File: src/rtl/forward_scoreboard.sv
// Forwarding and load-use hazard unit: shadows in-flight register writes from EX to WB,
// picks operand forwarding sources in ID and registers them into EX, and counts stall cycles.
module forward_scoreboard #(
  parameter int unsigned NREAD      = 2,
  parameter int unsigned DEPTH      = 3,
  parameter int unsigned LOAD_STAGE = 2,
  parameter int unsigned SELW       = $clog2(DEPTH)
) (
  input  logic                  CLK,
  input  logic                  RST,
  input  logic                  en,
  input  logic                  flush,
  input  logic                  id_valid,
  input  logic [NREAD*5-1:0]    id_rsel,
  input  logic [4:0]            id_wsel,
  input  logic                  id_regwr,
  input  logic                  id_memrd,
  output logic                  stall,
  output logic                  ex_valid,
  output logic [NREAD*SELW-1:0] ex_fwd_sel,
  output logic [15:0]           stall_cnt
);

  typedef struct packed {
    logic       valid;
    logic [4:0] wsel;
    logic       regwr;
    logic       isload;
  } shadow_t;

  shadow_t                 p [1:DEPTH];
  shadow_t                 id_entry;
  logic [NREAD*SELW-1:0]   fwd_sel_d;
  logic [NREAD-1:0]        hazard;
  logic                    take;

  // Scan oldest-to-youngest so the youngest match overwrites; p[DEPTH] is never
  // consulted because the register file is write-before-read.
  always_comb begin
    fwd_sel_d = '0;
    hazard    = '0;
    for (int unsigned i = 0; i < NREAD; i++) begin
      for (int unsigned k = DEPTH - 1; k >= 1; k--) begin
        if (p[k].valid && p[k].regwr && (p[k].wsel == id_rsel[5*i +: 5]) &&
            (id_rsel[5*i +: 5] != 5'd0)) begin
          fwd_sel_d[SELW*i +: SELW] = SELW'(k);
          hazard[i]                 = p[k].isload && (k < LOAD_STAGE);
        end
      end
    end
  end

  always_comb begin
    stall    = id_valid && !flush && (|hazard);
    take     = id_valid && !flush && !stall;
    id_entry = '{valid: 1'b1, wsel: id_wsel, regwr: id_regwr, isload: id_memrd};
  end

  always_ff @(posedge CLK) begin
    if (RST) begin
      for (int unsigned k = 1; k <= DEPTH; k++) begin
        p[k] <= '0;
      end
      ex_fwd_sel <= '0;
      stall_cnt  <= '0;
    end else if (en) begin
      for (int unsigned k = DEPTH; k >= 2; k--) begin
        p[k] <= p[k-1];
      end
      p[1]       <= take ? id_entry : '0;
      ex_fwd_sel <= take ? fwd_sel_d : '0;
      if (stall && (stall_cnt != '1)) begin
        stall_cnt <= stall_cnt + 16'd1;
      end
    end
  end

  assign ex_valid = p[1].valid;

endmodule

File: config.mk
export PLATFORM = sky130hd
export DESIGN_NAME = forward_scoreboard
export DESIGN_NICKNAME = d
export VERILOG_FILES = /design/src/rtl/forward_scoreboard.sv
export SDC_FILE = /design/constraint.sdc
export NUM_CORES = 1
export LEC_CHECK = 0
export ABC_AREA = 0
export CAP_MARGIN = 15
export CORE_MARGIN = 4
export CORE_UTILIZATION = 55
export CTS_BUF_LIST = sky130_fd_sc_hd__clkbuf_4 sky130_fd_sc_hd__clkbuf_8
export DETAILED_ROUTE_END_ITERATION = 8
export PLACE_DENSITY_LB_ADDON = 0.08
export SYNTH_ARGS = -nofsm -noshare
export SYNTH_HDL_FRONTEND = slang
export SYNTH_SLANG_ARGS = --single-unit
File: constraint.sdc
create_clock -name CLK -period 5.6 [get_ports CLK]
set_clock_uncertainty 0.05 [all_clocks]
set_input_delay 0.84 -clock CLK [delete_from_list [all_inputs] [get_ports CLK]]
set_output_delay 0.84 -clock CLK [all_outputs]
set_load 0.03 [all_outputs]
# After elaboration in Yosys (flattened, before gate mapping)
# Memories as Yosys holds them, arrays and structs flattened.
# Cells that the tools add are included.
[classes]
addsub = 1
n_eq_ne = 5
n_mux = 16
bitwise = 3
n_reduce_logical = 20
[ops]
columns = ["cell", "n"]
rows = [
  ["$mux W8", 4],
  ["$eq A5 B5 Y1", 4],
  ["$add A16 B1 Y16 const B", 1],
  ["$ne A16 B16 Y1 const B", 1],
  ["$logic_and A1 B1 Y1", 14],
  ["$reduce_bool A5 Y1", 2],
  ["$mux W2", 4],
  ["$mux W1", 7],
  ["$mux W4", 1],
  ["$or A1 B1 Y1", 3],
  ["$logic_not A1 Y1", 2],
  ["$reduce_and A2 Y1", 1],
  ["$reduce_or A2 Y1", 1],
]
[word_totals]
ff_bits = 20
ramBits = 24
output_inout_bits = 22
wordCells = 48
mem_count = 1
[memory_table]
columns = ["name", "depth", "word_bits", "rd", "rd_clocked_by_memory_dff", "write_ports", "line_no", "rtl"]
rows = [
  ["p", 3, 8, 2, 0, 3, "31", "shadow_t p [1:DEPTH];"],
]

# Logic depth before layout (Yosys ltp)
# An unclocked memory read counts as a cell.
[depth]
word_depth = 11
mapped_depth = 7
ltp_nobuf = 7

# Worst setup path before layout
# OpenSTA, ideal clock, no wires.
[synth_path]
path_kind = "input port to output port"
start = "input id_rsel[7]"
end = "output stall"
t_arrival_ns = 2.442
slack_ns = 2.268
cell_stages = 4
path_cell_list = "xor2_1 -> nor4_4 -> o21ai_1 -> nor3b_1"
[synth_via]
elab_chain_len = 6
[synth_rtl]
columns = ["item", "line_no", "rtl"]
rows = [
  ["start, declared", "14", "input logic [NREAD*5-1:0] id_rsel,"],
  ["$eq A5 B5 Y1", "44", "if (p[k].valid && p[k].regwr && (p[k].wsel == id_rsel[5*i +: 5]) &&"],
  ["$logic_and A1 B1 Y1", "44", ""],
  ["$logic_and A1 B1 Y1 (*)", "44", ""],
  ["$mux W1 (*)", "44", ""],
  ["$reduce_or A2 Y1 (*)", "54", "stall = id_valid && !flush && (|hazard);"],
  ["$logic_and A1 B1 Y1 (*)", "54", ""],
  ["end, declared", "18", "output logic stall,"],
]
# Mark *: on every way between the ends. The rest lies on a longest branch, timed or not.

# Worst setup path after layout
[layout_path]
start = "input id_rsel[5]"
end = "output stall"
# Same word-level chain as after synthesis.

==> summary.md <==
| Metric | Value |
|---|---|
| Routed Antenna Nets | 0 |
| Routed wire length | 4.22 mm |
| Pwr Total | 0.516 mW |
| Post-CTS Resized | 0 |
| NumNets Final | 247 |
| Worst setup EP type | output pin |
| First-pass iteration count of the detailed router | 4 |
| Worst min path class | reg2reg |
| Met3 Use GR | 5.47% |
| Fmax | 0.237 GHz |
| Avg Inst Size Synth | 10.3 um^2 |
| Post-CTS setup buffer count | 0 |
| Initial antenna violation count | 0 |
| RD Place Congestion | 0.895 |
| Worst-Margin Slew | 757 ps |
| Busiest grt layer | met2 |
| Arr. time, crit path | 3330 ps |
| Critical Path Slowest Stage Cell | clkdlybuf4s50_1 |
| Die Ht | 65.6 um |
| First-pass GRT wire length | 7.17 mm |
| CP Max Fanout | 10 |
| CP dominant cell by count | clkdlybuf4s50_1 |
| GRT Total Usage | 21.7% |
| Register area | 851 um^2 |
| Post-synthesis instance total | 177 |
| CTS tree | yes |
| Layout cells sized above 1 | 8.44% |
| Sum of buffers and inverters on the critical path | 2 |
| Fillers | 235 |
| Met1 Usage GRT | 28.2% |
| Status | completed |
| Post-synth design cell area | 1820 um^2 |
| Cell family with most CP delay | buffers and inverters |
| Top_reg_cell synth | dfxtp_1 |
| CTS buffer count | 5 |
| Worst-skew pair later-pin latency | 320 ps |
| Multi-input logic area | 942 um^2 |
| Setup TNS Final | 0 ps |
| Syn. warnings | 0 |
| Count of hold-fix buffers inserted at cts | 0 |
| Io pins | 44 |
| Routed length per placed instance | 15.7 um |
| FFs w/ async S/R, synth | 0% |
| H-Tree Depth | 2 |
| Worst Path Required | 4710 ps |
| Critical-path cell list | clkdlybuf4s50_1, xnor2_1, nand4_1, nor4_4, o21ai_1, nor3b_1, clkdlybuf4s50_1 |
| Clock buffer depth | 2 |
| DR DRC count | 0 |
| Detailed Route Iter0 Violations | 114 |
| Die area | 4300 um^2 |
| Synth Register Bits | 35 |
| Final setup vio count | 0 |
| LEAKAGE | 0.799 nW |
| Initial core utilization | 58.7% |
| Count of final max-slew check failures | 0 |
| Power per cell area | 217 nW/um^2 |
| Antenna Cells | 0 |
| CTS Root Cell | clkbuf_4 |
| Vias in the first global route | 1539 |
| Register area share after synthesis | 46.7% |
| Netlist cell types | 40 |
| DP HPWL | 3.25 mm |
| Crit path largest cell delay | 700 ps |
| Clock Pin Slew Worst Setup and Hold Paths | 100 ps |
| Largest net degree at the start of global routing | 22 |
| Site row count | 20 |
| Routing usage on met2 | 34.6% |
| Worst Setup Path Type | in2out |
| RSZ-0062 raised after global routing | no |
| Core area | 3100 um^2 |
| Kind of start point of the critical path | input port |
| Gr ovfl total | 0 |
| Via Count | 1526 |
| Final worst path period share | 75.3% |
| Slew Limit Headroom | 49.4% |
| P&R area growth vs syn | 30.5% |
| Die W | 65.6 um |
| Max Cap Violations | 0 |
| CTS sink count | 35 |
| # port buffers | 43 |
| Final min period | 4220 ps |
| Mapped Nets | 200 |
| Worst vdd ir | 0.175 mV |
| FF-to-FF setup slack | 3190 ps |
| Number of synthesized flops with an enable pin | 15 |
| Vias/cell | 5.67 |
| Final hold vios | 0 |
cell usage in the layout (no fill, tap or decap), types with 2 or more instances in the layout:
master	n
edfxtp_1	15
mux2_2	3
o21ai_0	4
and4b_1	2
o2111ai_1	2
clkbuf_4	5
a22o_1	4
a21oi_1	6
inv_1	4
nand2_1	6
xor2_1	11
o31ai_1	2
o211ai_1	2
nor4_4	2
or4_1	4
nor4_1	4
nand3_1	8
nor2_1	19
xnor2_1	14
nand4_1	4
dfxtp_1	20
nor2b_1	5
clkdlybuf4s50_1	43
nor3_1	3
and2_1	14
or3_1	2
worst reg2reg max path, cell delays in order, from the launching register on:
cell and delay, ps:
edfxtp_1 500, xnor2_1 200, nand4_1 150, nor4_4 540, o21ai_1 190, and4b_1 330
and2_1 220
logic make-up after synthesis:
| group | Yosys count | synth area share, % |
|---|---|---|
| adder cells (fa/ha/maj) | 1 | 0.686 |
| XOR/XNOR | 25 | 12.0 |
| buffers and inverters | 7 | 1.65 |
| flip-flops | 35 | 46.7 |
| AO/OA/AOI/OAI | 25 | 10.4 |
| AND/OR/NAND/NOR | 80 | 26.1 |
| multiplexers | 4 | 2.40 |
routing by layer:
metal / vias to the layer above / wire length (um)
met2: 54 / 2020
met1: 718 / 1850
met3: 13 / 228
met4: 0 / 122
li1: 741 / -
met5: - / 0
cell type report:
class                   count  area share (%)
well taps                  44            2.31
repair buffers             43            18.1
flip-flops and latches     35            35.8
inverters                   4           0.631
multi-input cells         135            39.6
clock buffers               6            2.16
clock inverters             2            1.47
through the flow:
| stage | worst slack (ps) | hold slack [ps] | util [%] | instance area [um^2] | std cells |
|---|---|---|---|---|---|
| final | 1380 | 449 | 76.7 | 2380 | 269 |
| after global routing | 1190 | 472 | 76.7 | 2380 | 269 |
| after CTS | 1390 | 457 | 76.7 | 2380 | 269 |
| after detailed placement | 1410 | 432 | 73.9 | 2290 | 261 |
| after global placement | 1430 | 423 | 73.9 | 2290 | 261 |
| after floorplan | 2270 | 474 | - | 1820 | 177 |
sequential cells by signal, summed over array words and instances (netlist names):
| name | cells |
|---|---|
| stall_cnt | 16 |
| p | 15 |
| ex_fwd_sel | 4 |
synthesized netlist by cell type, drive strengths merged, types with 2 or more instances:
cell type   n  area, um^2
o2111ai     2        17.5
inv         4        15.0
dfxtp      20         400
clkbuf      2        7.51
nor2       19        71.3
o21ai       5        25.0
o211ai      4        48.8
xor2       11        96.3
edfxtp     15         450
nand2       6        22.5
nor2b       5        31.3
nor4        6        67.6
and4b       2        20.0
or3         3        20.0
nor3        3        15.0
and2       15        95.1
mux2        3        33.8
o31ai       2        15.0
xnor2      14         123
a22o        4        35.0
a21oi       6        30.0
nand3       8        40.0
nand4       4        25.0
or4         4        30.0
report_power, final:
group	switching, mW	internal (mW)
sequential	0.00666	0.273
clock	0.0809	0.106
combinational	0.0231	0.0262
worst paths after layout:
| kind | startpoint | endpoint | cells past startpoint |
|---|---|---|---|
| worst max-delay path | id_rsel[5] | stall | 7 |
| worst min register to register | stall_cnt[4] | stall_cnt[4] | 2 |
| worst min-delay path | stall_cnt[4] | stall_cnt[4] | 2 |
| worst max register to register | p[1][6] | p[1][5] | 6 |
Note: power is estimated with default switching activity, not from simulation.
